--- src/rtl/ysyx_22050039_idu_stage.sv ---
// Decode stage for the ysyx_22050039 RV64 core: decodes one instruction per cycle, reads the
// register file with write-back bypass, tracks pending writes in a scoreboard, registers the bundle.
module ysyx_22050039_idu_stage #(
    parameter int XLEN     = 64,
    parameter int INST_LEN = 32,
    parameter int NR_REG   = 32,
    parameter int REG_SEL  = 5
) (
    input  logic                clk,
    input  logic                rst,
    input  logic                in_valid,
    output logic                in_ready,
    input  logic [INST_LEN-1:0] in_inst,
    input  logic [XLEN-1:0]     in_pc,
    output logic                out_valid,
    input  logic                out_ready,
    output logic [XLEN-1:0]     out_pc,
    output logic [XLEN-1:0]     out_src1,
    output logic [XLEN-1:0]     out_src2,
    output logic [XLEN-1:0]     out_imm,
    output logic [REG_SEL-1:0]  out_rd,
    output logic                out_rd_wen,
    output logic [5:0]          out_fmt,
    output logic [6:0]          out_opcode,
    output logic [2:0]          out_funct3,
    output logic [6:0]          out_funct7,
    output logic                out_ebreak,
    output logic                out_illegal,
    input  logic                wb_en,
    input  logic [REG_SEL-1:0]  wb_rd,
    input  logic [XLEN-1:0]     wb_data,
    input  logic                flush
);

    logic [XLEN-1:0]    r_regs [NR_REG];
    logic [NR_REG-1:0]  r_busy;
    logic               r_out_valid;
    logic               r_out_rd_wen;
    logic [REG_SEL-1:0] r_out_rd;

    logic [6:0]         w_opcode;
    logic [REG_SEL-1:0] w_rd, w_rs1, w_rs2;
    logic [5:0]         w_fmt;
    logic [XLEN-1:0]    w_imm;
    logic               w_rs1_used, w_rs2_used, w_wr_rd, w_illegal, w_ebreak;
    logic               w_rd_wen, w_byp1, w_byp2, w_hazard, w_accept;
    logic [XLEN-1:0]    w_val1, w_val2, w_src1, w_src2;
    logic [NR_REG-1:0]  w_one, w_wb_mask, w_fl_mask, w_set_mask, w_busy_nxt;

    assign w_opcode = in_inst[6:0];
    assign w_rd     = in_inst[11:7];
    assign w_rs1    = in_inst[19:15];
    assign w_rs2    = in_inst[24:20];

    // Format, immediate and operand-usage decode
    always_comb begin
        w_fmt      = 6'b000000;
        w_imm      = {XLEN{1'b0}};
        w_rs1_used = 1'b0;
        w_rs2_used = 1'b0;
        w_wr_rd    = 1'b0;
        w_illegal  = 1'b0;
        w_ebreak   = 1'b0;
        case (w_opcode)
            7'b0110111, 7'b0010111: begin
                w_fmt   = 6'b000010;
                w_imm   = {{(XLEN-32){in_inst[31]}}, in_inst[31:12], 12'b0};
                w_wr_rd = 1'b1;
            end
            7'b1101111: begin
                w_fmt   = 6'b000001;
                w_imm   = {{(XLEN-20){in_inst[31]}}, in_inst[19:12], in_inst[20], in_inst[30:21], 1'b0};
                w_wr_rd = 1'b1;
            end
            7'b1100111, 7'b0000011, 7'b0010011, 7'b0011011: begin
                w_fmt      = 6'b010000;
                w_imm      = {{(XLEN-12){in_inst[31]}}, in_inst[31:20]};
                w_rs1_used = 1'b1;
                w_wr_rd    = 1'b1;
            end
            7'b0100011: begin
                w_fmt      = 6'b001000;
                w_imm      = {{(XLEN-12){in_inst[31]}}, in_inst[31:25], in_inst[11:7]};
                w_rs1_used = 1'b1;
                w_rs2_used = 1'b1;
            end
            7'b1100011: begin
                w_fmt      = 6'b000100;
                w_imm      = {{(XLEN-12){in_inst[31]}}, in_inst[7], in_inst[30:25], in_inst[11:8], 1'b0};
                w_rs1_used = 1'b1;
                w_rs2_used = 1'b1;
            end
            7'b0110011, 7'b0111011: begin
                w_fmt      = 6'b100000;
                w_rs1_used = 1'b1;
                w_rs2_used = 1'b1;
                w_wr_rd    = 1'b1;
            end
            7'b1110011: begin
                if (in_inst == 32'h0010_0073) begin
                    w_ebreak = 1'b1;
                end else begin
                    w_illegal = 1'b1;
                end
            end
            default: w_illegal = 1'b1;
        endcase
    end

    assign w_rd_wen = w_wr_rd & (w_rd != {REG_SEL{1'b0}});

    // Write-back forwarding makes a value visible in the same cycle it is written
    assign w_byp1 = wb_en & (wb_rd == w_rs1) & (w_rs1 != {REG_SEL{1'b0}});
    assign w_byp2 = wb_en & (wb_rd == w_rs2) & (w_rs2 != {REG_SEL{1'b0}});
    assign w_val1 = (w_rs1 == {REG_SEL{1'b0}}) ? {XLEN{1'b0}} : (w_byp1 ? wb_data : r_regs[w_rs1]);
    assign w_val2 = (w_rs2 == {REG_SEL{1'b0}}) ? {XLEN{1'b0}} : (w_byp2 ? wb_data : r_regs[w_rs2]);
    assign w_src1 = w_rs1_used ? w_val1 : {XLEN{1'b0}};
    assign w_src2 = w_rs2_used ? w_val2 : {XLEN{1'b0}};

    assign w_hazard = (w_rs1_used & r_busy[w_rs1] & ~w_byp1)
                    | (w_rs2_used & r_busy[w_rs2] & ~w_byp2)
                    | (w_rd_wen & r_busy[w_rd] & ~(wb_en & (wb_rd == w_rd)));

    assign in_ready = rst & (~r_out_valid | out_ready) & ~w_hazard & ~flush;
    assign w_accept = in_valid & in_ready;

    // Scoreboard: clears from write-back and flush, then a same-index accept wins
    assign w_one      = {{(NR_REG-1){1'b0}}, 1'b1};
    assign w_wb_mask  = wb_en ? (w_one << wb_rd) : {NR_REG{1'b0}};
    assign w_fl_mask  = (flush & r_out_valid & r_out_rd_wen) ? (w_one << r_out_rd) : {NR_REG{1'b0}};
    assign w_set_mask = (w_accept & w_rd_wen) ? (w_one << w_rd) : {NR_REG{1'b0}};
    assign w_busy_nxt = ((r_busy & ~w_wb_mask & ~w_fl_mask) | w_set_mask) & ~w_one;

    // Scoreboard register
    always_ff @(posedge clk or negedge rst) begin
        if (!rst) begin
            r_busy <= {NR_REG{1'b0}};
        end else begin
            r_busy <= w_busy_nxt;
        end
    end

    // Register file, x0 never written
    always_ff @(posedge clk or negedge rst) begin
        if (!rst) begin
            for (int i = 0; i < NR_REG; i++) begin
                r_regs[i] <= {XLEN{1'b0}};
            end
        end else if (wb_en && (wb_rd != {REG_SEL{1'b0}})) begin
            r_regs[wb_rd] <= wb_data;
        end
    end

    // Output bundle register
    always_ff @(posedge clk or negedge rst) begin
        if (!rst) begin
            r_out_valid  <= 1'b0;
            r_out_rd     <= {REG_SEL{1'b0}};
            r_out_rd_wen <= 1'b0;
            out_pc       <= {XLEN{1'b0}};
            out_src1     <= {XLEN{1'b0}};
            out_src2     <= {XLEN{1'b0}};
            out_imm      <= {XLEN{1'b0}};
            out_fmt      <= 6'b000000;
            out_opcode   <= 7'b0000000;
            out_funct3   <= 3'b000;
            out_funct7   <= 7'b0000000;
            out_ebreak   <= 1'b0;
            out_illegal  <= 1'b0;
        end else if (w_accept) begin
            r_out_valid  <= 1'b1;
            r_out_rd     <= w_rd;
            r_out_rd_wen <= w_rd_wen;
            out_pc       <= in_pc;
            out_src1     <= w_src1;
            out_src2     <= w_src2;
            out_imm      <= w_imm;
            out_fmt      <= w_fmt;
            out_opcode   <= w_opcode;
            out_funct3   <= in_inst[14:12];
            out_funct7   <= in_inst[31:25];
            out_ebreak   <= w_ebreak;
            out_illegal  <= w_illegal;
        end else if (flush || out_ready) begin
            r_out_valid <= 1'b0;
        end
    end

    assign out_valid  = r_out_valid;
    assign out_rd     = r_out_rd;
    assign out_rd_wen = r_out_rd_wen;

endmodule

--- config.mk ---
export PLATFORM = sky130hd
export DESIGN_NAME = ysyx_22050039_idu_stage
export DESIGN_NICKNAME = d
export VERILOG_FILES = /design/src/rtl/ysyx_22050039_idu_stage.sv
export SDC_FILE = /design/constraint.sdc
export NUM_CORES = 2
export LEC_CHECK = 0
export CAP_MARGIN = 20
export CORE_MARGIN = 5
export CORE_UTILIZATION = 51
export DETAILED_ROUTE_END_ITERATION = 8
export MAX_ROUTING_LAYER = met4
export PLACE_DENSITY = 0.69
export SKIP_LAST_GASP = 1
export SYNTH_ARGS = -nofsm -noshare
export SYNTH_HDL_FRONTEND = slang
export SYNTH_SLANG_ARGS = --single-unit
--- constraint.sdc ---
create_clock -name clk -period 3.4 [get_ports clk]
set_input_delay 0.51 -clock clk [delete_from_list [all_inputs] [get_ports clk]]
set_output_delay 0.51 -clock clk [all_outputs]
set_load 0.05 [all_outputs]
==> results.toml <==
[outcome]
run_status = "finished, violations left"
violations = "setup timing"

[drt]
ant_nets = 0
wl_per_cell_um = 33.3
drtIter0Drc = 8510
wirelength_mm = 395
drc = 0
via_per_inst = 6.78
vias = 80500
detailedRoute.firstPassIterationCount = 6

[timing]
fin_crit_sh_pct = 107
setup_viol = 1
holdWs_ns = 0.0651
tightest_slew_ns = 1.21
min_period_ns = 3.62
rsz0062_at_grt = "yes"
slew_headroom_pct = 19.0
drv_slew = 0
hold_viol_final = 0
skew_ns = 0.0603
fmax_mhz = 276
fin_ws_ns = -0.225

[power_and_ir_drop]
switchingPower_mw = 22.7
p_comb_share_pct = 20.6
clkPwrFrac_pct = 35.4
power_density_nw_per_um2 = 583
vdd_ir_drop_max_v = 0.000453
p_seq_share_pct = 44.0
p_leak_nw = 61.2
swShare_pct = 27.4
finalPower_mw = 82.8
p_int_mw = 60.1

[synthesis]
yosys.area.top_type = "dfrtp_1"
ys_types = 64
yosys.area.top_type_share_pct = 48.1
yosys.area_share.simple_pct = 2.90
avgSynthCellArea_um2 = 14.9
synthAdderAreaFrac_pct = 0
yosys.area_share.xor_xnor_pct = 0.101
synth_seq_cells = 2335
synthMuxAreaShare_pct = 42.5
synth_top_family_by_area = "multiplexers"
netlist_instances = 8176
syn_area_um2 = 122000
synthFlopType = "dfrtp_1"
synthTopCellsByArea = "dfrtp_1 48%, mux2_2 21%, mux4_2 20%"
synthArstFlopShare_pct = 100
yosys_warnings = 0
yosysSeqAreaShare_pct = 48.1
synth_compound_area_share_pct = 3.17
synth-edff-count = 0
synth.net_count = 8347

[clocking]
cts.path.max_buffers = 4
cts_tree = "built"
cts_root_buf = "clkbuf_16"
clk_latency_ns = 0.95
cts.htree.levels = 5
path_clk_slew_ns = 0.06
cts.sinks = 2335
cts_buffers = 274

[hold_path]
hold_end = "out_imm[23]$_DFFE_PN0P_"
whs_path_depth = 3
hold_path_class = "primary input to register"
hold_path.startpoint = "in_inst[23]"

[place]
numPortBuffers = 459
hpwl_mm = 244
dp.cells = 11400
place_congestion = 0.895
post-place-ws_ns = -0.499

[global_routing]
grt_max_degree = 170
grt.busiest_layer = "met2"
grt_pass1_wl_mm = 587
antenna_found_initial = 15
grt_pass1_vias = 84100
met2_usage_pct = 49.6
grt_usage_pct = 32.6
grt_overflow_total = 0
globalRouteMet1Util_pct = 43.9
grtUsageMet3_pct = 6.74

[final_layout]
nets = 8661
final_cell_mix = "2334 x dfrtp_1, 2246 x mux2_2, 1093 x mux4_2"
fin_util_pct = 59.8
layout-drive-gt1-share_pct = 50.0
final_common_cell = "dfrtp_1"
layout.cells.non_filler = 11900
syn_to_final_growth_pct = 16.9

[die]
die_y_um = 498
die_area_um2 = 248000
start_util_pct = 51.2
rows = 179
die_w_um = 498
ios = 460
core_area_um2 = 237000

[critical_path]
crit_path_start_kind = "register"
crit_type = "register to output pin"
regToRegSetupSlack_ns = 0.14
r2r_start = "r_busy[24]$_DFF_PN0_"
critPathTopFamily = "multiplexers"
ff2ff_path_depth = 11
cp_cell_sequence = "mux4_2 -> mux2_4 -> a221oi_4 -> o311ai_4 -> a211oi_4 -> buf_6 -> buf_12"
crit_path_top_delay_cell = "mux4_2"
cp.arrival_ns = 3.11
timing.critical_path.buf_inv = 2
max_stage_delay_ns = 0.46
endpoint_kind = "output pin"
r2r-end = "r_busy[9]$_DFF_PN0_"
crit_fanout = 4
cp.required_ns = 2.89

[run]
max_cap_viol_count = 0
power by group through the flow:
stage / Clock, mW / Combinational, mW / Sequential (mW)
final: 29.3 / 17.0 / 36.4
after CTS: 29.7 / 17.1 / 36.2
after floorplan: 0 / 11.6 / 36.4
after detailed placement: 0 / 17.0 / 36.7
after global placement: 0 / 16.5 / 36.1
after global routing: 30.9 / 18.2 / 36.9
final cells by class:
class / count / area, um^2
antenna: 13 / 32.5
clock buffer: 396 / 8000
clock inverter: 70 / 807
fill: 18000 / 95400
inverter: 31 / 131
multi-input combinational: 4867 / 59500
sequential: 2335 / 58400
tap: 3167 / 3960
timing repair buffer: 981 / 11100
state kept, by name, summed over array words and instances (netlist names):
| register | cells |
|---|---|
| out_ebreak | 1 |
| out_illegal | 1 |
| out_imm | 32 |
| out_opcode | 7 |
| r_busy | 31 |
| out_funct7 | 7 |
| out_pc | 64 |
| out_valid | 1 |
| out_rd_wen | 1 |
| out_funct3 | 3 |
| out_rd | 5 |
| out_fmt | 6 |
| out_src2 | 64 |
| out_src1 | 64 |
| r_regs | 2048 |
worst reg2reg max path: stages (launching register included):
cell and delay, ns:
dfrtp_1 0.42, mux4_2 0.46, mux2_4 0.29, a221oi_4 0.35, o311ai_4 0.15, a211oi_4 0.24
buf_6 0.16, buf_4 0.14, nand2_8 0.07, buf_12 0.18, buf_12 0.22, o41ai_1 0.44
cell usage after synthesis, drive strengths merged, types with 10 or more instances:
| master | n |
|---|---|
| inv | 31 |
| nand2b | 10 |
| o31ai | 51 |
| o41ai | 24 |
| o22ai | 53 |
| nor2 | 374 |
| nand2 | 336 |
| a22o | 27 |
| a32o | 30 |
| nand3b | 15 |
| mux4 | 1093 |
| mux2 | 2247 |
| nand3 | 16 |
| a221oi | 25 |
| o21ai | 19 |
| nor3 | 14 |
| o221ai | 40 |
| buf | 228 |
| o211ai | 43 |
| nor2b | 18 |
| dfrtp | 2335 |
| clkbuf | 715 |
| mux2i | 171 |
| a32oi | 84 |
| a21oi | 59 |
cells by family (layout without fill, tap and decap cells):
family          after synthesis  count (layout)
flops                      2335            2335
xor+xnor                     14              14
mux                        3511            3511
other cells                   0              13
buf+inv                     974            1478
simple gates                842             842
compound gates              500             500
routing by layer:
layer | part of all wire (%) | routed length, um
met5 | 0 | 0
met4 | 4.1 | 16200
met3 | 8.8 | 34600
met2 | 47 | 186000
met1 | 40 | 158000
stage by stage:
step,area [um^2],setup TNS (ns)
after global placement,133000,-139.67
after detailed placement,133000,-105.98
after floorplan,122000,0
final,142000,-0.225
after CTS,142000,-0.300
after global routing,142000,-0.306
worst max path at each step:
stage	depth (start not counted)	endpoint	startpoint	slack (ns)
floorplan	10	r_busy[1]$_DFF_PN0_	in_inst[15]	0.03
global placement	13	out_pc[4]$_DFFE_PN0P_	in_inst[8]	-0.60
detailed placement	14	out_imm[13]$_DFFE_PN0P_	in_inst[8]	-0.50
CTS	8	in_ready	r_busy[24]$_DFF_PN0_	-0.30
global route	7	in_ready	r_busy[24]$_DFF_PN0_	-0.31
finish	7	in_ready	r_busy[24]$_DFF_PN0_	-0.22
what timing repair did:
item,4_1_cts,5_1_grt
endpoints found under the hold margin,181,0
setup buffers,10,1
gates resized for setup,9,3
pin swaps,3,4
hold buffers,6,0
setup endpoints to repair,34,1
(Power assumes the default switching activity.)
